File: src/rtl/fetch_unit.sv
// Instruction fetch unit: owns the program counter, issues one memory request per fetchStart
// and latches the returned word, with a sticky timeout fault.
module fetch_unit #(
  parameter logic [15:0] RESET_PC = 16'h0000,
  parameter int unsigned TIMEOUT  = 8
) (
  input  logic        clock,
  input  logic        reset,
  input  logic        fetchStart,
  input  logic        pcEn,
  input  logic        pcIncOrSet,
  input  logic [15:0] pcTarget,
  output logic        memReq,
  output logic [15:0] memAddr,
  input  logic        memAck,
  input  logic [15:0] memData,
  output logic [15:0] instruction,
  output logic        instrValid,
  output logic        busy,
  output logic [15:0] pc,
  output logic        fault
);

  localparam int unsigned CntW = $clog2(TIMEOUT + 1);
  localparam logic [CntW-1:0] CntLast = CntW'(TIMEOUT - 1);

  typedef enum logic [1:0] {StIdle, StReq, StFault} state_e;

  state_e          state_q, state_d;
  logic [CntW-1:0] cnt_q, cnt_d;
  logic [15:0]     addr_q, addr_d;
  logic [15:0]     instr_q, instr_d;
  logic            valid_q, valid_d;
  logic            fault_q, fault_d;
  logic [15:0]     pc_q, pc_d;

  always_ff @(posedge clock) begin
    if (reset) begin
      state_q <= StIdle;
      cnt_q   <= '0;
      addr_q  <= 16'h0000;
      instr_q <= 16'h0000;
      valid_q <= 1'b0;
      fault_q <= 1'b0;
      pc_q    <= RESET_PC;
    end else begin
      state_q <= state_d;
      cnt_q   <= cnt_d;
      addr_q  <= addr_d;
      instr_q <= instr_d;
      valid_q <= valid_d;
      fault_q <= fault_d;
      pc_q    <= pc_d;
    end
  end

  always_comb begin
    state_d = state_q;
    cnt_d   = cnt_q;
    addr_d  = addr_q;
    instr_d = instr_q;
    valid_d = valid_q;
    fault_d = fault_q;
    case (state_q)
      StIdle: begin
        if (fetchStart) begin
          // Captures the pre-update pc even when pcEn fires on the same edge.
          addr_d  = pc_q;
          cnt_d   = '0;
          valid_d = 1'b0;
          state_d = StReq;
        end
      end
      StReq: begin
        // An ack on the last allowed cycle wins over the timeout.
        if (memAck) begin
          instr_d = memData;
          valid_d = 1'b1;
          state_d = StIdle;
        end else if (cnt_q == CntLast) begin
          cnt_d   = cnt_q + 1'b1;
          fault_d = 1'b1;
          state_d = StFault;
        end else begin
          cnt_d = cnt_q + 1'b1;
        end
      end
      StFault: ;
      default: state_d = StIdle;
    endcase
  end

  always_comb begin
    pc_d = pc_q;
    if (pcEn) begin
      pc_d = pcIncOrSet ? pcTarget : pc_q + 16'd1;
    end
  end

  assign memReq      = (state_q == StReq);
  assign busy        = memReq;
  assign memAddr     = addr_q;
  assign instruction = instr_q;
  assign instrValid  = valid_q;
  assign fault       = fault_q;
  assign pc          = pc_q;

endmodule

File: config.mk
export PLATFORM = sky130hd
export DESIGN_NAME = fetch_unit
export DESIGN_NICKNAME = d
export VERILOG_FILES = /design/src/rtl/fetch_unit.sv
export SDC_FILE = /design/constraint.sdc
export NUM_CORES = 1
export LEC_CHECK = 0
export CORE_ASPECT_RATIO = 0.6
export CORE_MARGIN = 2
export CORE_UTILIZATION = 45
export CTS_CLUSTER_SIZE = 14
export DETAILED_ROUTE_END_ITERATION = 7
export GPL_TIMING_DRIVEN = 1
export HOLD_SLACK_MARGIN = 0.05
export PLACE_DENSITY_LB_ADDON = 0.3
export SYNTH_ARGS = -nofsm -noshare
export SYNTH_HDL_FRONTEND = slang
export SYNTH_SLANG_ARGS = --single-unit
export TNS_END_PERCENT = 20
File: constraint.sdc
create_clock -name clock -period 2.6 [get_ports clock]
set_input_delay 0.52 -clock clock [delete_from_list [all_inputs] [get_ports clock]]
set_output_delay 0.52 -clock clock [all_outputs]
set_load 0.005 [all_outputs]
==> metrics.cfg, run 1 <==
[sta]
fin_tns_setup_ns = 0
rsz0062_at_grt = no
slew_violations = 0
min_period_ns = 2.06
clock_skew_ns = 0.0111
relSlewSlack = 0.571
finalWorstSetupSlack_ns = 0.543
fin_crit_sh = 0.791
setup_viol = 0
clock.fmax_mhz = 486
hold_ws_ns = 0.459
tightest_slew_ns = 0.642
hold_violations = 0

[logic_synthesis]
yosysMostFrequentCell = nand2_1
ys_seq_area_frac = 0.451
netlist_area_um2 = 2490
yosysUniqueCellTypes = 37
synth_area_leader_cell = dfxtp_1
synthCells = 313
synthFlopType = dfxtp_1
avgSynthCellArea_um2 = 7.95
synth_seq_cells = 56
synthTopCellsByArea = dfxtp_1 45%, nand2_1 11%, a21oi_1 9.1%
synthTopCellsByCount = 76 x nand2_1, 56 x dfxtp_1, 45 x a21oi_1, 21 x nor2_1, 12 x clkbuf_1
synth_top_area_frac = 0.451
synth_nets = 353
yosys_warnings = 0
synth_edf_count = 0
synth_async_sr_flop_share = 0

[layout]
multiInputGateArea_um2 = 1230
nFillCells = 442
ff_latch_area_um2 = 1120
nNetsFinal = 432
antenna_cells = 0
area_growth_pct = 41.4
drive_gt1_frac = 0.0560
final_cells = 459

[grt]
track_usage = 0.220
grt_pass1_wl_um = 10600
grt_max_degree = 28
antenna_found_initial = 0
grt_pass1_vias = 2171
grt_overflow = 0

[clock_tree]
cts.repair.resized = 0
cts_max_path_buffers = 2
root_buffer = clkbuf_8
numCtsBuffers = 5
ctsHoldBuffers = 0
clock_latency_ns = 0.31
cts_setup_buffers = 0
cts.sinks = 56
h-tree-depth = 2
cts_tree = yes
clk_transition_reported_paths_ns = 0.11

[detailed_routing]
drcViolationCount = 0
wl_um = 6610
avgRoutedWirePerCell_um = 14.4
drtIter0Drc = 186
detail-route-antenna-nets = 0
vias_per_cell = 5.37
routed-via-count = 2463
drtPass1Iterations = 4

[worst_setup_path]
crit_family = buffers and inverters
worstSetupStartpoint = state_q[0]
rr_startpoint = pc[0]
r2r-end = pc[14]
end_kind = output pin
cp_num_buf_inv = 1
worst_path_max_delay_cell = clkdlybuf4s50_1
cp_max_fo = 5
worst-r2r-cell-count = 5
cp_slowest_stage_delay_ns = 0.56
worstPathRequired_ns = 2.08
critPathLaunchType = flip-flop
worstPathArrival_ns = 1.54
worstPathCellList = nor2b_1 > clkdlybuf4s50_1
crit_type = flip-flop to output pin
ff2ff_setup_slack_ns = 0.74

[placement]
dp_slack_ns = 0.466
place_inst = 451
io_buffers = 89
place_hpwl_um = 4890
gp_congestion = 0.893

[die]
die_h_um = 61.6
core_um2 = 5200
rows = 20
ios = 90
initial_core_util = 0.478
die_area_um2 = 6160
die_w_um = 100

[power_and_ir_drop]
combPwrFrac = 0.149
ir_worst_vdd_mv = 0.315
p_leak_nw = 1.21
p_switching_mw = 0.449
clkPwrFrac = 0.326
power_switching_share = 0.252
total_power_mw = 1.78
power_density_nw_per_um2 = 507
seqPwrFrac = 0.525
intPower_mw = 1.34

[min_path]
hold_class = flip-flop to flip-flop
holdCritStartpoint = instruction[8]
worstHoldEndpoint = instruction[8]
whs_path_depth = 2

[run_status]
status = finished, final reports clean

[flow_run]
drv_cap = 0

-- worst max path at each step --
stage               slack, ns      to  depth (start not counted)
floorplan                1.04  pc[14]                          5
global placement         0.53   pc[9]                          5
detailed placement       0.47   pc[9]                          5
CTS                      0.52    busy                          2
global route             0.45    busy                          2
finish                   0.54    busy                          2
-- area by class of cell --
type | instances | share of cell area
clock buffers | 5 | 0.0196
multi-input cells | 224 | 0.350
inverters | 10 | 0.0107
well taps | 66 | 0.0235
clock inverters | 3 | 0.0132
repair buffers | 95 | 0.265
flip-flops and latches | 56 | 0.319
-- per-layer routing --
layer | global-route usage | vias to the layer above | wire (um)
li1 | - | 1229 | -
met1 | 0.333 | 1137 | 3300
met2 | 0.318 | 95 | 2770
met3 | 0.0613 | 2 | 535
met4 | 0.0294 | 0 | 12
met5 | 0 | - | 0
-- per-stage QoR --
step                      area (um^2)   util
after floorplan                  2490      -
after global placement           3400  0.654
after detailed placement         3400  0.654
after CTS                        3520  0.676
after global routing             3520  0.676
final                            3520  0.676
-- sequential cells by signal (all words and copies together) (netlist names) --
register / flops
instruction: 16
memAddr: 16
pc: 16
cnt_q: 4
state_q: 2
fault: 1
instrValid: 1
-- power by group through the flow --
stage                     Sequential [mW]  Combinational (mW)  Clock [mW]
after floorplan                     0.944               0.120           0
after global placement              0.955               0.261           0
after detailed placement            0.956               0.266           0
after CTS                           0.936               0.267       0.596
after global routing                0.943               0.291       0.635
final                               0.937               0.266       0.581
-- tightest hold or removal path: stages (launching register included) --
cell	delay [ns]
dfxtp_1	0.32
nand2_1	0.05
a21oi_1	0.05
-- cells by family after synthesis --
logic type | count (synthesis) | synth area share
fa+ha+maj | 2 | 0.0101
xor+xnor | 2 | 0.00704
mux | 7 | 0.0282
buf+inv | 33 | 0.0563
simple gates | 133 | 0.252
flops | 56 | 0.451
compound gates | 80 | 0.196
-- placed cells by master (no fill, tap or decap), types with 3 or more instances in the layout --
| master | n |
|---|---|
| a211oi_1 | 3 |
| a21oi_1 | 45 |
| buf_4 | 6 |
| o21ai_0 | 6 |
| nand2b_1 | 4 |
| o31ai_1 | 3 |
| nand4_1 | 4 |
| inv_1 | 10 |
| nor3_1 | 6 |
| clkdlybuf4s50_1 | 88 |
| nand2_1 | 76 |
| nor2_1 | 21 |
| a22oi_1 | 6 |
| nand3_1 | 8 |
| a211o_1 | 3 |
| mux2i_1 | 7 |
| clkbuf_8 | 5 |
| dfxtp_1 | 56 |
| nor2b_1 | 4 |
| a31oi_1 | 4 |
Power figures use the tool's default switching activity.
==> inputs of run 2 (changes only) <==
--- a/config.mk
+++ b/config.mk
@@ -7,7 +7,7 @@
 export LEC_CHECK = 0
 export CORE_ASPECT_RATIO = 0.6
 export CORE_MARGIN = 2
-export CORE_UTILIZATION = 45
+export CORE_UTILIZATION = 40
 export CTS_CLUSTER_SIZE = 14
 export DETAILED_ROUTE_END_ITERATION = 7
 export GPL_TIMING_DRIVEN = 1
==> constraint.sdc (replaced) <==
create_clock -name clock -period 1.87 [get_ports clock]
set_input_delay 0.374 -clock clock [delete_from_list [all_inputs] [get_ports clock]]
set_output_delay 0.374 -clock clock [all_outputs]
set_load 0.005 [all_outputs]
==> metrics.cfg, run 2 (synthesis gave the netlist of run 1 again) <==
[clock_tree]
cts.sinks = 56  ; unchanged
h-tree-depth = 2  ; unchanged
cts_tree = yes  ; unchanged
numCtsBuffers = 5  ; unchanged
clock_latency_ns = 0.32  ; was 0.31 ns
root_buffer = clkbuf_8  ; unchanged
clk_transition_reported_paths_ns = 0.11  ; about the same
cts_max_path_buffers = 2  ; unchanged
cts_setup_buffers = 0  ; unchanged

[die]
die_h_um = 65.1  ; was 61.6 um
ios = 90  ; unchanged
die_w_um = 106  ; was 100 um
core_um2 = 6060  ; was 5200 um^2
initial_core_util = 0.411  ; was 0.478
rows = 22  ; was 20
die_area_um2 = 6890  ; was 6160 um^2

[placement]
place_inst = 476  ; was 451
placed_cell_area_um2 = 3490  ; was 3400 um^2
gp_congestion = 0.827  ; was 0.893
io_buffers = 89  ; unchanged
place_hpwl_um = 4970  ; was 4890 um

[detailed_routing]
drcViolationCount = 0  ; unchanged
vias_per_cell = 5.14  ; was 5.37
drtPass1Iterations = 4  ; unchanged
drtIter0Drc = 134  ; was 186
routed-via-count = 2489  ; was 2,463
wl_um = 6630  ; was 6610 um
avgRoutedWirePerCell_um = 13.7  ; was 14.4 um
detail-route-antenna-nets = 0  ; unchanged

[power_and_ir_drop]
p_switching_mw = 0.632  ; was 0.449 mW
power_density_nw_per_um2 = 726  ; was 507 nW/um^2
intPower_mw = 2.01  ; was 1.34 mW
ir_worst_vdd_mv = 0.355  ; was 0.315 mV
combPwrFrac = 0.149  ; about the same
p_leak_nw = 1.27  ; was 1.21 nW
power_switching_share = 0.240  ; was 0.252
seqPwrFrac = 0.491  ; was 0.525
clkPwrFrac = 0.360  ; was 0.326

[sta]
slew_violations = 0  ; unchanged
fin_tns_setup_ns = 0  ; unchanged
tightest_slew_ns = 0.554  ; was 0.642 ns
clock.fmax_mhz = 552
relSlewSlack = 0.630  ; was 0.571
rsz0062_at_grt = no  ; unchanged
setup_viol = 0  ; unchanged
min_period_ns = 1.81
fin_crit_sh = 0.968
hold_violations = 0  ; unchanged
clock_skew_ns = 0.00905  ; was 0.0111 ns

[layout]
nNetsFinal = 439  ; was 432
final_cells = 484  ; was 459
final_cell_mix = 88 x clkdlybuf4s50_1, 76 x nand2_1, 54 x dfxtp_1, 45 x a21oi_1, 21 x nor2_1  ; was 88 x clkdlybuf4s50_1, 76 x nand2_1, 56 x dfxtp_1, 45 x a21oi_1, 21 x nor2_1
final_area_um2 = 3640  ; was 3520 um^2
nFillCells = 541  ; was 442
drive_gt1_frac = 0.0800  ; was 0.0560
area_growth_pct = 46.3  ; was 41.4%
antenna_cells = 0  ; unchanged
final_common_cell = clkdlybuf4s50_1  ; unchanged

[grt]
grt_max_degree = 30  ; was 28
grt_pass1_wl_um = 11000  ; was 10,600 um
grt_pass1_vias = 2274  ; was 2,171
antenna_found_initial = 0  ; unchanged
track_usage = 0.200  ; was 0.220
grt_overflow = 0  ; unchanged

[flow_run]
drv_cap = 0  ; unchanged

[min_path]
worstHoldEndpoint = pc[9]  ; was instruction[8]
whs_path_depth = 2  ; unchanged
hold_class = input port to flip-flop  ; was flip-flop to flip-flop
holdCritStartpoint = reset  ; was instruction[8]

[worst_setup_path]
cp_num_buf_inv = 1  ; unchanged
worst-r2r-cell-count = 5  ; unchanged
rr_startpoint = pc[0]  ; unchanged
crit_family = buffers and inverters  ; unchanged
cp_slowest_stage_delay_ns = 0.58  ; was 0.56 ns
cp_max_fo = 8  ; was 5
worstPathRequired_ns = 1.50  ; was 2.08 ns
worstPathCellList = clkdlybuf4s50_1  ; was nor2b_1 > clkdlybuf4s50_1
critPathLaunchType = flip-flop  ; unchanged
r2r-end = pc[14]  ; unchanged
path_depth = 1  ; was 2
worstPathArrival_ns = 1.44  ; was 1.54 ns
ff2ff_setup_slack_ns = 0.27  ; was 0.74 ns
worst_path_max_delay_cell = clkdlybuf4s50_1  ; unchanged
crit_type = flip-flop to output pin  ; unchanged
end_kind = output pin  ; unchanged

[run_status]
status = finished, final reports clean  ; unchanged

run 2: cell types whose count changed in the layout (fill, tap and decap cells not counted), sizes merged:
cell	before	now
buf	7	14
bufinv	1	2
clkinvlp	1	0
run 2: layout make-up:
cell class / instances / area (um^2) / share of cell area
Clock buffer: 5 / 68.8 / 0.0189
Clock inverter: 3 / 68.8 / 0.0189
Inverter: 10 / 37.5 / 0.0103
Multi-Input combinational cell: 224 / 1240 / 0.340
Sequential cell: 56 / 1120 / 0.309
Tap cell: 84 / 105 / 0.0289
Timing Repair Buffer: 102 / 996 / 0.274
run 2: stage by stage:
| stage | setup WS (ns) | utilization | hold WS [ns] | total power [mW] |
|---|---|---|---|---|
| 2_1_floorplan | 0.309 | - | 0.442 | 1.48 |
| 3_5_place_dp | 0.180 | 0.576 | 0.446 | 1.71 |
| 4_1_cts | 0.0218 | 0.600 | 0.374 | 2.66 |
| 5_1_grt | 0.00720 | 0.601 | 0.397 | 2.74 |
| 3_3_place_gp | 0.183 | 0.576 | 0.436 | 1.71 |
| 6_report | 0.0598 | 0.601 | 0.392 | 2.64 |
run 2: how the worst max path moves through the flow:
| stage | startpoint | endpoint | slack, ns |
|---|---|---|---|
| finish | pc[3] | pc[3] | 0.06 |
| global route | pc[3] | pc[3] | 0.007 |
| CTS | state_q[0] | memReq | 0.02 |
| detailed placement | pcIncOrSet | pc[9] | 0.18 |
| global placement | memAck | cnt_q[3] | 0.18 |
| floorplan | pc[0] | pc[14] | 0.31 |
run 2: timing repair:
item | in CTS | in global routing
gates resized for setup | 2 | 2
endpoints found under the setup margin | 3 | 2
hold buffers | 0 | 0
run 2: routing by layer:
metal / global-route usage / vias up / part of all wire
li1: - / 1246 / -
met1: 0.290 / 1145 / 0.51
met2: 0.293 / 90 / 0.41
met3: 0.0443 / 8 / 0.072
met4: 0.0641 / 0 / 0.012
met5: 0 / - / 0
run 2: power groups by stage:
stage | clock [mW] | combinational, mW | sequential [mW]
floorplan | 0 | 0.167 | 1.31
global placement | 0 | 0.386 | 1.32
detailed placement | 0 | 0.391 | 1.32
CTS | 0.974 | 0.393 | 1.30
global route | 1.01 | 0.431 | 1.30
finish | 0.950 | 0.393 | 1.30
